==> src/rtl/regfile_mcycle_wb_arbiter.sv <==
// Arbitrates the register file's second write port between the MCycle unit
// and the main pipeline writeback. Pipeline writeback (WE3) always wins;
// MCycle results wait in a small circular FIFO and drain into idle cycles.
// Queued entries that a younger pipeline write targets are squashed so that
// the stale MCycle value can never overwrite the newer register contents.
module regfile_mcycle_wb_arbiter #(
  parameter int unsigned DEPTH = 2
) (
  input  logic                      CLK,
  input  logic                      RESET_N,
  input  logic                      WE3,
  input  logic [3:0]                A3,
  input  logic                      MC_VALID,
  output logic                      MC_READY,
  input  logic [3:0]                MC_WA,
  input  logic [31:0]               MC_WD,
  output logic                      MCycle_WE3,
  output logic [3:0]                MCycle_WA3,
  output logic [31:0]               MCycle_WD3,
  input  logic [3:0]                A1,
  input  logic [3:0]                A2,
  output logic                      HAZ1,
  output logic                      HAZ2,
  output logic [$clog2(DEPTH):0]    PEND_CNT,
  output logic                      R15_ERR
);

  localparam int unsigned PtrW = $clog2(DEPTH);
  localparam int unsigned CntW = PtrW + 1;
  localparam logic [CntW-1:0] DepthCnt = CntW'(DEPTH);
  localparam logic [3:0] RegPc = 4'd15;

  // Slot storage: live bit is reset, payload is plain datapath storage
  logic [DEPTH-1:0] slot_live;
  logic [DEPTH-1:0] live_next;
  logic [3:0]       slot_wa [DEPTH];
  logic [31:0]      slot_wd [DEPTH];

  logic [PtrW-1:0]  head;
  logic [PtrW-1:0]  tail;
  logic [CntW-1:0]  cnt;
  logic             r15_err;

  logic             empty;
  logic             full;
  logic             head_live;
  logic             enq;
  logic             pop;
  logic [DEPTH-1:0] squash;
  logic             hit1;
  logic             hit2;

  assign empty     = (cnt == '0);
  assign full      = (cnt == DepthCnt);
  assign head_live = slot_live[head];

  // Ready is purely from registered occupancy; a same-cycle pop does not help
  assign MC_READY = RESET_N && !full;
  assign enq      = MC_VALID && MC_READY;

  // A dead (squashed or R15) head leaves without using the write port
  assign pop = !empty && (!WE3 || !head_live);

  // Drain the head into the write port whenever the pipeline is not writing
  assign MCycle_WE3 = RESET_N && !empty && !WE3 && head_live;
  assign MCycle_WA3 = empty ? 4'd0  : slot_wa[head];
  assign MCycle_WD3 = empty ? 32'd0 : slot_wd[head];

  assign PEND_CNT = cnt;
  assign R15_ERR  = r15_err;

  // Squash mask: stored live slots that the current pipeline write supersedes
  always_comb begin
    squash = '0;
    for (int i = 0; i < DEPTH; i++) begin
      squash[i] = WE3 && slot_live[i] && (slot_wa[i] == A3);
    end
  end

  // Next live bits: squash, retire the popped head, install the new tail
  always_comb begin
    live_next = slot_live & ~squash;
    if (pop) begin
      live_next[head] = 1'b0;
    end
    // Tail slot is free whenever enq is possible, so it never collides with pop
    if (enq) begin
      live_next[tail] = (MC_WA != RegPc);
    end
  end

  // Source-register hazard search over stored live slots
  always_comb begin
    hit1 = 1'b0;
    hit2 = 1'b0;
    for (int i = 0; i < DEPTH; i++) begin
      if (slot_live[i] && (slot_wa[i] == A1)) begin
        hit1 = 1'b1;
      end
      if (slot_live[i] && (slot_wa[i] == A2)) begin
        hit2 = 1'b1;
      end
    end
  end

  // An accepting result counts as pending in the same cycle
  assign HAZ1 = (A1 != RegPc) && (hit1 || (enq && (MC_WA == A1)));
  assign HAZ2 = (A2 != RegPc) && (hit2 || (enq && (MC_WA == A2)));

  // Control state: pointers, occupancy, live bits and the sticky R15 flag
  always_ff @(posedge CLK) begin
    if (!RESET_N) begin
      head      <= '0;
      tail      <= '0;
      cnt       <= '0;
      slot_live <= '0;
      r15_err   <= 1'b0;
    end else begin
      slot_live <= live_next;
      if (enq) begin
        tail <= tail + PtrW'(1);
      end
      if (pop) begin
        head <= head + PtrW'(1);
      end
      unique case ({enq, pop})
        2'b10:   cnt <= cnt + CntW'(1);
        2'b01:   cnt <= cnt - CntW'(1);
        default: cnt <= cnt;
      endcase
      if (enq && (MC_WA == RegPc)) begin
        r15_err <= 1'b1;
      end
    end
  end

  // Payload write; contents are don't-care until the live/occupancy state says otherwise
  always_ff @(posedge CLK) begin
    if (enq) begin
      slot_wa[tail] <= MC_WA;
      slot_wd[tail] <= MC_WD;
    end
  end

endmodule

==> config.mk <==
export PLATFORM = sky130hd
export DESIGN_NAME = regfile_mcycle_wb_arbiter
export DESIGN_NICKNAME = d
export VERILOG_FILES = /design/src/rtl/regfile_mcycle_wb_arbiter.sv
export SDC_FILE = /design/constraint.sdc
export NUM_CORES = 1
export LEC_CHECK = 0
export CAP_MARGIN = 40
export CORE_MARGIN = 5
export CORE_UTILIZATION = 30
export DETAILED_ROUTE_END_ITERATION = 10
export GPL_TIMING_DRIVEN = 1
export HOLD_SLACK_MARGIN = 0.02
export PLACE_DENSITY_LB_ADDON = 0.1
export SLEW_MARGIN = 10
export SYNTH_ARGS = -nofsm -noshare
export SYNTH_HDL_FRONTEND = slang
export SYNTH_SLANG_ARGS = --single-unit
==> constraint.sdc <==
create_clock -name CLK -period 1.68 [get_ports CLK]
set_input_delay 0.336 -clock CLK [delete_from_list [all_inputs] [get_ports CLK]]
set_output_delay 0.336 -clock CLK [all_outputs]
set_load 0.005 [all_outputs]
==> results.md, run 1 <==
- Max Transition Viols Final: 0
- Worst-Margin Slew: 0.287 ns
- Critical Path RT: 1.34 ns
- Antenna viol nets, final: 0
- Unique masters post-synth: 32
- Worst setup SP type: primary input
- Initial Utilization: 0.308
- Post-synth top area cell: edfxtp_1
- Failing checks: setup timing
- Delay-heaviest family, CP: simple AND/OR/NAND/NOR gates
- Die Area: 0.0141 sq mm
- Synth warn: 0
- RSZ-0062 raised after global routing: yes
- Post-synth EDFFs: 72
- Cell depth of the worst setup path: 6
- Number of I/O port buffers: 94
- Clk sink count: 80
- I/O Pins: 95
- WP buf/inv: 2
- Core Region: 0.0115 sq mm
- Vias: 2,764
- TritonCTS clock tree: done
- Syn Nets: 315
- Outcome: finished with violations
- Pleak: 0.00236 uW
- First DRT Iteration DRCs: 130
- GRT overflow: 0
- Predominant post-synthesis flop cell: edfxtp_1
- Peak per-stage delay on the critical path: 0.55 ns
- CTS Buffer Depth: 2
- Initial antenna violation count: 0
- CP endpoint kind: output pin
- Min-Delay Path Depth: 2
- Placed Instances: 534
- Drt pass-1 iters: 4
- Slew HR: 0.803
- Setup WS post-layout: -0.204 ns
- CTS clk-pin slew, worst paths: 0.06 ns
- Row cnt: 39
- CP max FO: 3
- Crit Path Class: in2out
- Top cells by area, synth: edfxtp_1 (61%), mux2i_1 (10%), nor2_1 (5.2%), dfxtp_1 (4.5%), xor2_1 (4.2%)
- Total Wirelength: 9880 microns
- #FFs+latches synth: 80
- Final Skew: 0.00595 ns
- Synth cell count leaders: edfxtp_1 (72), nor2_1 (49), mux2i_1 (36)
- First-pass GRT wire length: 14,700 microns
- Share of post-route cells with drive strength above 1: 0.466
- Worst path cell trace: dlygate4sd2_1 -> nand4_1 -> nand3_1 -> or4_4 -> nand3_2 -> buf_2
- Synthesized area per cell: 13.5 sq um
- GP Congestion: 0.777
- GRT Overall Usage: 0.134
- HPWL Detailed: 6240 microns
- Area grow syn2layout: 73.1%
- Largest net degree at the start of global routing: 18
- Sequential area share after synthesis: 0.655
- Critical Path AT: 1.55 ns
- Clk_lat worst skew: 0.33 ns
- Hold Crit Class: in2reg
- CTS Root Cell: clkbuf_16
- DRC Markers: 0
- Crit path time final: 1.88 ns
- H-tree depth: 3
- Routed WL per cell: 16.5 microns
- Max-Cap Viols: 0
- Pwr Total: 9000 uW
- VDD IR max: 0.000876 V
- Fmax achieved: 0.531 GHz
- Setup TNS: -4.40 ns
- Die W: 119 microns
- CP max stage cell: or4_4
- Most common cell in the netlist: edfxtp_1
- Final setup vio count: 40
- Post-layout util: 0.533
- Post-synth top area share: 0.610
- Netlist Area Pre-Place: 0.00354 sq mm
- Vias in the first global route: 2,772
- Tcrit/Tclk final: 1.12
- Async SR Flop Fraction: 0
- Syn Inst Count: 262
- Diode count: 0
- Final hold violations: 0
- Vias per cell: 4.62
- Nets: 504
- R2R cell count: 9
- Die Span Y: 119 microns
- Power density over the cells: 1470 mW/mm^2
- CTS buffer count: 9
- Finished Layout Cells: 598
## report_power, final
group / internal [uW] / total [uW] / switching (uW)
Clock: 976 / 1700 / 722
Combinational: 2900 / 4850 / 1950
Sequential: 2360 / 2450 / 95.1
## worst paths after layout
path              slack [ns]       endpoint        start
hold / removal          0.38  slot_wa[0][0]     MC_WA[0]
setup reg to reg       -0.10    PEND_CNT[1]  PEND_CNT[1]
setup / recovery       -0.20           HAZ1        A1[1]
hold reg to reg         0.47        R15_ERR      R15_ERR
## final cells by class
cell class	count	area, sq um
Inverter	2	11.3
Sequential cell	80	2330
Multi-Input combinational cell	167	1550
Timing Repair Buffer	191	1810
Clock inverter	5	25.0
Tap cell	143	179
Clock buffer	10	229
Fill cell	1001	5380
## through the flow
step	hold slack (ns)	area [sq um]	setup slack (ns)
global placement	0.461	5060	-0.834
floorplan	0.435	3550	-0.0587
detailed placement	0.455	5060	-0.862
CTS	0.377	5680	-0.216
finish	0.385	6130	-0.204
global route	0.390	6130	-0.270
## registers in the layout, summed over array words and instances (netlist names), named ones only
signal     cells
PEND_CNT       2
R15_ERR        1
head           1
slot_live      2
slot_wa        8
slot_wd       64
tail           1
## layer usage
metal,wire [microns],GRT usage,vias to the layer above
li1,-,-,1343
met1,4520,0.177,1324
met2,4630,0.210,80
met3,541,0.0353,17
met4,183,0.0521,0
met5,0,0,-
## cell usage in the layout (no fill, tap or decap), drive strengths merged, types with 3 or more instances in the layout
master	n
a21oi	5
clkbuf	24
a31oi	4
nor3	3
nand2	6
nand3	6
clkdlybuf4s15	4
mux2i	36
o2111ai	4
edfxtp	72
xnor2	14
clkdlybuf4s50	38
clkinv	4
nor2	49
dlygate4sd2	10
nand4	5
buf	125
xor2	17
dfxtp	8
## logic make-up after synthesis
| logic type | Yosys count | synth area share |
|---|---|---|
| flops | 80 | 0.655 |
| compound gates | 19 | 0.0364 |
| mux | 37 | 0.105 |
| xor+xnor | 31 | 0.0766 |
| buf+inv | 15 | 0.0184 |
| simple gates | 79 | 0.105 |
| fa+ha+maj | 1 | 0.00353 |
## what timing repair did
| item | CTS | global route |
|---|---|---|
| hold buffers | 0 | 0 |
| gates resized for setup | 190 | 117 |
| cloned | 3 | 3 |
| endpoints found under the setup margin | 41 | 43 |
| pin swaps | 20 | 23 |
| buffers inserted | 31 | 20 |
## worst register-to-register path: stages (launching register included)
cell and delay, ns:
dfxtp_2 0.32, buf_6 0.11, nor2_4 0.14, buf_6 0.14, buf_12 0.12, a21oi_2 0.05, ha_4 0.17, xnor2_4 0.12
or3_4 0.39, a21oi_2 0.14
Note: power is estimated with default switching activity, not from simulation.
==> inputs of run 2 (changes only) <==
--- a/config.mk
+++ b/config.mk
@@ -8,6 +8,7 @@
 export CAP_MARGIN = 40
 export CORE_MARGIN = 5
 export CORE_UTILIZATION = 30
+export CTS_BUF_LIST = sky130_fd_sc_hd__clkbuf_8
 export DETAILED_ROUTE_END_ITERATION = 10
 export GPL_TIMING_DRIVEN = 1
 export HOLD_SLACK_MARGIN = 0.02
==> constraint.sdc (replaced) <==
create_clock -name CLK -period 1.68 [get_ports CLK]
set_input_delay 0.252 -clock CLK [delete_from_list [all_inputs] [get_ports CLK]]
set_output_delay 0.252 -clock CLK [all_outputs]
set_load 0.005 [all_outputs]
==> run 2 against run 1 <==
Net effect:
- the flow still finishes with violations (setup timing)
- clock-buffer cell count decreased by 1
- global-route usage increased by 0.18 points
- die area unchanged
- utilization decreased by 2.0 points
- worst hold slack got worse by 0.045 ns
- via count decreased by 1.9%
- sequential cell count unchanged
- non-clock buffer count decreased by 12
- critical path depth decreased by 1
- largest cell class unchanged
==> results.md, run 2 (same netlist as run 1, synthesis figures left out) <==
- CP endpoint kind: output pin
- Critical Path RT: 1.43 ns
- VDD IR max: 0.000874 V
- Multi-input logic area: 0.00147 sq mm
- Diode count: 0
- Row cnt: 39
- Clk_lat worst skew: 0.37 ns
- Pleak: 0.00227 uW
- Hold Crit Class: in2reg
- Tcrit/Tclk final: 1.10
- Commonest non-fill, non-tap cell in the layout: edfxtp_1
- I/O Pins: 95
- GP Congestion: 0.803
- Worst R2R Setup Slack: -0.09 ns
- CTS Root Cell: clkbuf_8
- Number of I/O port buffers: 94
- Die Span Y: 119 microns
- H-tree depth: 3
- Drt pass-1 iters: 4
- Share of post-route cells with drive strength above 1: 0.421
- Largest net degree at the start of global routing: 18
- Final-layout fill cell count: 1,067
- Initial antenna violation count: 1
- Power density over the cells: 1400 mW/mm^2
- Crit Path Class: reg2out
- Nets: 492
- Sequential Area: 0.00233 sq mm
- Hold-fix buffers, CTS: 0
- DRC Markers: 0
- CTS buffer count: 9
- Setup TNS: -2.04 ns
- M3 GR Usage: 0.0497
- Outcome: finished with violations
- Worst-Margin Slew: 0.278 ns
- GRT met1 Usage: 0.175
- Most flops, register: slot_wd
- Vias: 2,711
- Post-route design area: 0.00590 sq mm
- RSZ-0062 raised after global routing: yes
- Worst setup SP type: register
- Vias in the first global route: 2,808
- Failing checks: setup timing
- Delay-heaviest family, CP: simple AND/OR/NAND/NOR gates
- Critical Path AT: 1.60 ns
- Total Wirelength: 9650 microns
- Fmax achieved: 0.540 GHz
- CTS clk-pin slew, worst paths: 0.09 ns
- Crit path time final: 1.85 ns
- Final hold violations: 0
- TritonCTS clock tree: done
- Peak per-stage delay on the critical path: 0.41 ns
- Met2 GRT Util: 0.209
- Area grow syn2layout: 66.5%
- Worst path cell trace: or2b_4 -> nand3_4 -> or4_1 -> nand3_1 -> buf_2
- GRT overflow: 0
- GRT Overall Usage: 0.136
- Final Skew: 0.0114 ns
- HPWL Detailed: 6300 microns
- Max Transition Viols Final: 0
- CTS Buffer Depth: 2
- Antenna viol nets, final: 0
- Core Region: 0.0115 sq mm
- First DRT Iteration DRCs: 100
- Top Registers: slot_wd x64, slot_wa x8
- Max FFs per register: 64
- CP max FO: 3
- Dpl cell area: 0.00510 sq mm
- First-pass GRT wire length: 14,800 microns
- Vias per cell: 4.62
- Final setup vio count: 31
- WP buf/inv: 1
- Clk sink count: 80
- Most frequent cells in the layout: edfxtp_1 (72), buf_4 (43), clkdlybuf4s50_1 (40)
- Max-Cap Viols: 0
- GR peak layer: met2
- Initial Utilization: 0.308
- CP max stage cell: or4_1
- Slew HR: 0.810
- Die Area: 0.0141 sq mm
- Die W: 119 microns
- Setup WS post-layout: -0.170 ns
- Routed WL per cell: 16.4 microns
[run 2: cell count changes in the layout (fill, tap and decap cells not counted), moves of 3 or more]
| cell | delta |
|---|---|
| dlygate4sd2_1 | +3 |
| clkbuf_8 | +9 |
| clkbuf_2 | -8 |
| buf_2 | +5 |
| buf_4 | -6 |
| clkbuf_16 | -10 |
| mux2i_2 | -6 |
| buf_6 | -4 |
| nor2_2 | +4 |
| nor2_4 | -6 |
| mux2i_1 | +6 |
| clkdlybuf4s15_1 | -3 |
[run 2: final cells by class]
class	count	area share
Clock inverter	7	0.0144
Sequential cell	80	0.395
Clock buffer	9	0.0210
Multi-Input combinational cell	167	0.250
Timing Repair Buffer	179	0.288
Inverter	2	0.00191
Tap cell	143	0.0303
[run 2: through the flow]
stage / instances / total power, uW / hold WS [ns] / util / worst slack (ns)
finish: 587 / 8280 / 0.340 / 0.512 / -0.170
global route: 587 / 8730 / 0.341 / 0.512 / -0.246
CTS: 580 / 7700 / 0.322 / 0.482 / -0.195
detailed placement: 536 / 5240 / 0.454 / 0.443 / -0.674
global placement: 536 / 5220 / 0.463 / 0.443 / -0.657
floorplan: 262 / 3600 / 0.351 / - / -0.0587
[run 2: final timing paths]
path / from / end / depth (start not counted)
worst max-delay path: PEND_CNT[1] / HAZ1 / 5
worst min-delay path: MC_WA[2] / slot_wa[0][2] / 1
worst max register to register: PEND_CNT[0] / PEND_CNT[1] / 10
worst min register to register: R15_ERR / R15_ERR / 1
[run 2: worst register-to-register path: cells and delay by family (launching register included)]
| family | cells | cell delay (ns) |
|---|---|---|
| buffers and inverters | 4 | 0.47 |
| AND/OR/NAND/NOR | 2 | 0.44 |
| flip-flops | 1 | 0.33 |
| AO/OA/AOI/OAI | 2 | 0.17 |
| adder cells (fa/ha/maj) | 1 | 0.16 |
| XOR/XNOR | 1 | 0.12 |
[run 2: routing by layer]
metal / part of all wire / wire, microns
met4: 0.016 / 155
met3: 0.064 / 617
met2: 0.47 / 4550
met1: 0.45 / 4310
met5: 0.0011 / 11
[run 2: repair_timing]
item,in CTS,in global routing
setup buffers,27,9
cloned,3,2
gates resized for setup,201,75
endpoints found under the setup margin,41,44
pin swaps,17,16
[run 2: power by group]
group	leakage (uW)	total, uW	internal [uW]	switching (uW)
clock	0.000110	1540	824	717
combinational	0.00143	4270	2550	1720
sequential	0.000727	2470	2350	113
==> inputs of run 3 (changes only) <==
--- a/config.mk
+++ b/config.mk
@@ -13,6 +13,7 @@
 export GPL_TIMING_DRIVEN = 1
 export HOLD_SLACK_MARGIN = 0.02
 export PLACE_DENSITY_LB_ADDON = 0.1
+export SKIP_CTS_REPAIR_TIMING = 1
 export SLEW_MARGIN = 10
 export SYNTH_ARGS = -nofsm -noshare
 export SYNTH_HDL_FRONTEND = slang
==> run 3 against run 2 <==
Net effect:
- the flow still finishes with violations (setup timing)
- fmax up 0.38%
- register-to-register slack better by 0.03 ns
- non-clock buffer count down 17
- via count down 3.4%
- sequential cell count unchanged
- final cell count down 2.9%
- power down 9.7%
- combinational power down 19%
- final area down 4.0%
- critical endpoint unchanged
==> results.md, run 3 (same netlist as run 1, synthesis figures left out) <==
- Outcome: finished with violations
- Failing checks: setup timing
- Final Skew: 0.0101 ns
- Peak per-stage delay on the critical path: 0.41 ns
- Slew HR: 0.823
- Sw Ratio: 0.305
- First-pass GRT wire length: 13,900 microns
- Worst-Margin Slew: 0.265 ns
- Hold Crit Class: in2reg
- Antenna viol nets, final: 0
- RSZ-0062 raised after global routing: yes
- Largest net degree at the start of global routing: 22
- Initial Utilization: 0.308
- Area grow syn2layout: 59.8%
- Vias: 2,619
- Die Area: 0.0141 sq mm
- Critical Path AT: 1.59 ns
- Most frequent cells in the layout: edfxtp_1 (72), buf_4 (43), clkdlybuf4s50_1 (42)
- Delay-heaviest family, CP: simple AND/OR/NAND/NOR gates
- Comb pwr share: 0.462
- TritonCTS clock tree: done
- Max-Cap Viols: 0
- Worst path cell trace: or2b_4 -> nand3_4 -> or4_1 -> nand3_1 -> buf_2
- Top Registers: slot_wd x64, slot_wa x8
- Share of post-route cells with drive strength above 1: 0.372
- Core Region: 0.0115 sq mm
- Power density over the cells: 1320 mW/mm^2
- CTS clk-pin slew, worst paths: 0.09 ns
- Die W: 119 microns
- Multi-input logic area: 0.00135 sq mm
- Tcrit/Tclk final: 1.10
- CP endpoint kind: output pin
- Register share of total power: 0.331
- GP Congestion: 0.803
- Row cnt: 39
- Clk sink count: 80
- Pleak: 0.00228 uW
- Final-layout fill cell count: 1,073
- First DRT Iteration DRCs: 106
- Final setup vio count: 20
- Die Span Y: 119 microns
- Post-layout util: 0.492
- Net Sw Power: 2280 uW
- Pwr Total: 7480 uW
- Clk_lat worst skew: 0.37 ns
- Commonest non-fill, non-tap cell in the layout: edfxtp_1
- Sequential Area: 0.00233 sq mm
- Crit path time final: 1.84 ns
- DRC Markers: 0
- Nets: 475
- P_int: 5200 uW
- Total Wirelength: 9490 microns
- CP max FO: 3
- HPWL Detailed: 6300 microns
- Worst setup SP type: register
- Vias in the first global route: 2,659
- CTS Root Cell: clkbuf_8
- Most flops, register: slot_wd
- WP buf/inv: 1
- VDD IR max: 0.000682 V
- CP max stage cell: or4_1
- Initial antenna violation count: 1
- Vias per cell: 4.59
- GRT Overall Usage: 0.128
- Diode count: 0
- H-tree depth: 3
- Hold_ws: 0.239 ns
- Setup WS post-layout: -0.163 ns
- Crit Path Class: reg2out
- Max Transition Viols Final: 0
- Clock power frac: 0.207
- Fmax achieved: 0.543 GHz
- Drt pass-1 iters: 4
- GRT overflow: 0
- Final hold violations: 0
- CTS Buffer Depth: 2
- CTS buffer count: 9
- Max FFs per register: 64
- I/O Pins: 95
- Number of I/O port buffers: 94
- Critical Path RT: 1.43 ns
- Routed WL per cell: 16.7 microns
## run 3: changes by cell type in the layout (fill, tap and decap cells not counted), sizes merged
cell,previous run,this run
dlymetal6s2s,1,17
clkbuf,14,44
clkdlybuf4s50,40,42
buf,119,68
clkdlybuf4s15,1,0
dlygate4sd2,13,0
## run 3: routing by layer
layer | track usage | routed length, microns | up-vias
met5 | 0 | 11 | -
met4 | 0.0521 | 168 | 2
met3 | 0.0511 | 591 | 18
met2 | 0.192 | 4390 | 65
met1 | 0.164 | 4330 | 1253
li1 | - | - | 1281
## run 3: worst register-to-register path, delay by kind of cell (launching register included)
family | cells | cell delay, ns
DFF | 1 | 0.33
AOI/OAI and AO/OA | 2 | 0.25
buffers and inverters | 3 | 0.41
adders and majority gates | 1 | 0.28
and+or+nand+nor | 2 | 0.40
## run 3: final cells by class
| cell class | count | area share |
|---|---|---|
| multi-input cells | 167 | 0.238 |
| inverters | 2 | 0.00199 |
| clock buffers | 9 | 0.0219 |
| repair buffers | 162 | 0.280 |
| well taps | 143 | 0.0316 |
| clock inverters | 7 | 0.0150 |
| flip-flops and latches | 80 | 0.411 |
## run 3: path summary, 6_finish.rpt
check | start | end | slack, ns | cells past startpoint
worst max-delay path | PEND_CNT[1] | HAZ1 | -0.16 | 5
worst min-delay path | MC_WA[2] | slot_wa[0][2] | 0.24 | 1
worst max register to register | PEND_CNT[1] | PEND_CNT[1] | -0.06 | 8
worst min register to register | R15_ERR | R15_ERR | 0.49 | 1
## run 3: through the flow
step                instances  area [sq um]  setup WS (ns)  setup TNS [ns]
finish                    570          5660         -0.163           -1.40
CTS                       552          5310         -0.714          -14.52
floorplan                 262          3550        -0.0587           -2.11
global placement          536          5100         -0.657          -10.90
detailed placement        536          5100         -0.674          -11.04
global route              570          5660         -0.247           -5.34
## run 3: power by group through the flow
stage                     Sequential [uW]  Combinational [uW]  Clock [uW]
after detailed placement             2480                2760           0
after global placement               2470                2740           0
after CTS                            2430                2780        1590
final                                2470                3450        1550
after floorplan                      2460                1140           0
after global routing                 2500                3720        1700
==> edit 1: new RTL, flow settings as in run 3 <==
`DEPTH`: 2 -> 4.
--- a/src/rtl/regfile_mcycle_wb_arbiter.sv
+++ b/src/rtl/regfile_mcycle_wb_arbiter.sv
@@ -4,7 +4,7 @@
 // Queued entries that a younger pipeline write targets are squashed so that
 // the stale MCycle value can never overwrite the newer register contents.
 module regfile_mcycle_wb_arbiter #(
-  parameter int unsigned DEPTH = 2
+  parameter int unsigned DEPTH = 4
 ) (
   input  logic                      CLK,
   input  logic                      RESET_N,
Interface: changed (resized PEND_CNT); port bits go from 95 to 96. No check against the original RTL was run, so the function may have changed too.
==> edit 1 against run 3 <==
The flow still finishes with violations (setup timing). Clock skew is 6.8 ps higher. Wire length is 90% higher. Count of clock-buffer cells in the layout is 8 higher. Via count is 68% higher. Area after synthesis is 95% higher. Combinational power is 93% higher. Final area is 81% higher. Register-to-register slack worse by 510 ps. Critical path depth is 1 higher. Die area is 86% higher. Sequential cell count is 78 higher. Sequential power is 91% higher. Setup slack worse by 420 ps. Power is 89% higher.
==> edit 1: results (changes against run 3) <==
stage;metric;value;unit;change
yosys;sequential fraction of the synthesis area;66.49;%;+0.95 points
finish;#MultiIn Comb;224;;+34%
finish;final-layout clock-cell area share;3.770;%;+0.079 points
run_status;status;finished with violations;;
timing;Setup Viol. Count Final;44;;+120%
routing;DRT Wirelength;18030;um;+90%
placed_design;port buffer count;95;;+1.1%
power_and_ir_drop;Power Clock;2.73;mW;+76%
placed_design;pre-CTS WS;-717.1;ps;-43.42 ps
finish;final core utilization;45.01;%;-4.1 points
finish;sequential cell area share;45.21;%;+4.1 points
global_route;Tot GR Track Use;13.04;%;+0.29 points
finish;inverters;18;;+16
yosys;compound-cell area share of the yosys netlist;2.999;%;-0.64 points
timing;setup slack after layout;-581.4;ps;-418.1 ps
worst_setup_path;Crit Path Max Fanout;5;;+2
min_path;hold_sp;MC_WD[5];;
global_route;first-pass GRT wire length;25920;um;+86%
global_route;vias in the first global route;4483;;+69%
clocking;Worst-Skew Late Latency;440;ps;+70 ps
finish;signal buffers share of area;22.74;%;-5.2 points
clocking;clock buffer count from CTS;17;;+8
power_and_ir_drop;Seq pwr share;33.5;%;+0.4 points
finish;multi-input combinational area share;23.98;%;+0.13 points
timing;Worst-Margin Slew;327.1;ps;+62.52 ps
worst_setup_path;critical path arrival;2010;ps;+420 ps
finish;Largest regs;slot_wd x128, slot_wa x16, slot_live x4;;
yosys;Post-synth EDFFs;144;;+100%
power_and_ir_drop;Lkg Pwr;3.838;nW;+68%
placed_design;DP HPWL;11590;um;+84%
timing;clock skew;16.83;ps;+6.777 ps
global_route;antenna violations before repair;0;;-1
power_and_ir_drop;Worst VDD drop;0.6860;mV;+0.63%
yosys;mux cell area share after synthesis;12.20;%;+1.7 points
power_and_ir_drop;Sw Share;31.23;%;+0.73 points
finish;nets;718;;+51%
run_status;failing checks;setup timing;;
min_path;WHS Endpoint;slot_wd[1][5]$_DFFE_PP_;;
routing;post-DR vias/cell;4.607;;+0.27%
timing;setup TNS;-20130;ps;-18,730 ps
power_and_ir_drop;P_seq;4.73;mW;+91%
clocking;depth of the CTS H-tree;4;;+1
worst_setup_path;Worst R2R Setup Slack;-570;ps;-510 ps
finish;Buffers excl. clock;237;;+46%
placed_design;GP Congestion;0.8207;;+2.2%
yosys;Post-Synth Adder-Cell Area;1.915;%;+1.6 points
yosys;Synth cell types;37;;+16%
yosys;synth top area cells;edfxtp_1 (62%), mux4_2 (12%), xor2_1 (5.1%);;
finish;layout cells sized above 1;44.99;%;+7.8 points
worst_setup_path;reg2reg end;PEND_CNT[2]$_SDFFE_PN0P_;;
placed_design;DP Area;8912;um^2;+75%
worst_setup_path;crit path to;MCycle_WD3[24];;
global_route;largest net degree at the start of global routing;29;;+32%
yosys;xor-xnor portion of the synthesized cell area;6.703;%;-0.96 points
placed_design;dpl cells;853;;+59%
floorplan;TAP cells;285;;+99%
routing;drt pass-1 iters;6;;+2
timing;final hold slack;434.0;ps;+194.6 ps
routing;Iter 0 DRT Violations;186;;+75%
yosys;top cells by count, synth;edfxtp_1 (144), xor2_1 (40), mux4_2 (37), nor2b_1 (37), nand2_1 (22);;
-- edit 1: cell count changes in the layout (fill, tap and decap cells not counted), moves of 10 or more --
cell | run 3 | this run
edfxtp_1 | 72 | 144
buf_4 | 43 | 91
mux4_2 | 0 | 37
nor2_1 | 36 | 3
nor2b_4 | 0 | 27
xor2_1 | 17 | 40
mux2i_1 | 21 | 0
buf_6 | 10 | 28
nand2_1 | 6 | 21
inv_1 | 2 | 14
clkdlybuf4s50_1 | 42 | 52
dlymetal6s2s_1 | 17 | 7
nor2b_1 | 0 | 10
-- edit 1: per-layer routing --
| metal | wire [um] | track usage [%] | part of all wire, % |
|---|---|---|---|
| met1 | 7761 | 16.37 | 43 |
| met2 | 9305 | 22.22 | 52 |
| met3 | 784 | 3.527 | 4.3 |
| met4 | 180 | 3.806 | 1.0 |
| met5 | 0 | 0 | 0 |
-- edit 1: critical path, stage by stage, from the launching register on --
cell and delay, ps:
dfxtp_4 470, clkbuf_16 170, buf_12 110, buf_6 90
mux4_2 480, nor2b_4 140, buf_6 110
==> edit 2: new RTL, settings of run 3 <==
Made on the original files. Put one more register stage on the output `PEND_CNT`. The value now appears one clock later. The other outputs are not delayed to match.
--- a/src/rtl/regfile_mcycle_wb_arbiter.sv
+++ b/src/rtl/regfile_mcycle_wb_arbiter.sv
@@ -66,7 +66,9 @@
   assign MCycle_WA3 = empty ? 4'd0  : slot_wa[head];
   assign MCycle_WD3 = empty ? 32'd0 : slot_wd[head];
 
-  assign PEND_CNT = cnt;
+  always_ff @(posedge CLK) begin
+    PEND_CNT <= cnt;
+  end
   assign R15_ERR  = r15_err;
 
   // Squash mask: stored live slots that the current pipeline write supersedes
Check against the original RTL: not equivalent (a bounded check fails within 4 cycles, from zero or initial values and one cycle with RESET_N low).
==> edit 2 against run 3 <==
The run still ends with setup timing left. Sequential cell count up 2. Final area down 4.1%. Clock power down 22%. Count of clock-buffer cells in the layout unchanged. Wire length down 5.8%. Power down 8.0%. Die area up 1.0%. Sequential share of layout area up 2.5 points. Setup slack worse by 24 ps. Synthesized cell count up 0.76%. Area after synthesis up 1.1%. Critical path type is now in -> out. Critical endpoint is now HAZ2. Largest cell class unchanged. Largest power group unchanged. Highest routed layer is now met4.
==> edit 2: results (changes against run 3) <==
stage;metric;value;unit;change
finish;register area;2369;um^2;+1.7%
finish;final-layout clock-cell area share;2.973;%;-0.72 points
routing;Iter 0 DRT Violations;113;;+6.6%
yosys;synth top area cells;edfxtp_1 (60%), mux2i_1 (10%), dfxtp_1 (5.6%);;
worst_setup_path;RR Startpoint;cnt[1]$_SDFFE_PN0P_;;
yosys;sequential fraction of the synthesis area;65.92;%;+0.39 points
global_route;first-pass GRT wire length;12990;um;-6.7%
yosys;xor-xnor portion of the synthesized cell area;7.577;%;-0.086 points
global_route;largest net degree at the start of global routing;23;;+4.5%
global_route;M1 GR Usage;13.54;%;-2.9 points
run_status;status;finished with violations;;
finish;Fillers;1092;;+1.8%
global_route;vias in the first global route;2530;;-4.9%
routing;post-DR vias/cell;4.538;;-1.2%
power_and_ir_drop;P_seq;2.52;mW;+2%
timing;Setup Viol. Count Final;9;;-55%
finish;sequential cell area share;43.63;%;+2.5 points
routing;metal1 wirelength;3931;um;-9.3%
run_status;failing checks;setup timing;;
timing;setup slack after layout;-187.1;ps;-23.81 ps
finish;FFs & Latches;82;;+2.5%
finish;Buffers excl. clock;147;;-9.3%
global_route;GR Util met3;3.704;%;-1.4 points
power_and_ir_drop;Power Clock;1.21;mW;-22%
timing;Slew Limit Headroom;80.66;%;-1.7 points
power_and_ir_drop;Power Total;6.878;mW;-8.0%
power_and_ir_drop;Pint;4.711;mW;-9.3%
placed_design;pre-CTS WS;-679.6;ps;-5.867 ps
yosys;syn nets;317;;+0.63%
routing;Top Layer Used;met4;;
yosys;Syn Area/Cell;13.57;um^2;+0.36%
finish;nets;462;;-2.7%
placed_design;dpl cells;534;;-0.37%
worst_setup_path;critical path arrival;1620;ps;+30 ps
[edit 2: changes by cell type in the layout (fill, tap and decap cells not counted), sizes merged]
cell / run 3 / this run
inv: 3 / 2
buf: 68 / 55
clkinvlp: 1 / 3
bufinv: 2 / 0
clkdlybuf4s50: 42 / 43
dlymetal6s2s: 17 / 12
clkinv: 3 / 4
clkbuf: 44 / 46
dfxtp: 8 / 10
[edit 2: worst max path at each step]
| stage | from | end | slack [ps] | cells after the start |
|---|---|---|---|---|
| global placement | MC_WA[3] | HAZ1 | -660 | 6 |
| CTS | cnt[1]$_SDFFE_PN0P_ | HAZ1 | -730 | 5 |
| detailed placement | MC_WA[3] | HAZ2 | -680 | 6 |
| global route | cnt[1]$_SDFFE_PN0P_ | HAZ1 | -260 | 5 |
| floorplan | cnt[1]$_SDFFE_PN0P_ | slot_wa[1][0]$_DFFE_PP_ | -40 | 3 |
| finish | A2[1] | HAZ2 | -190 | 6 |
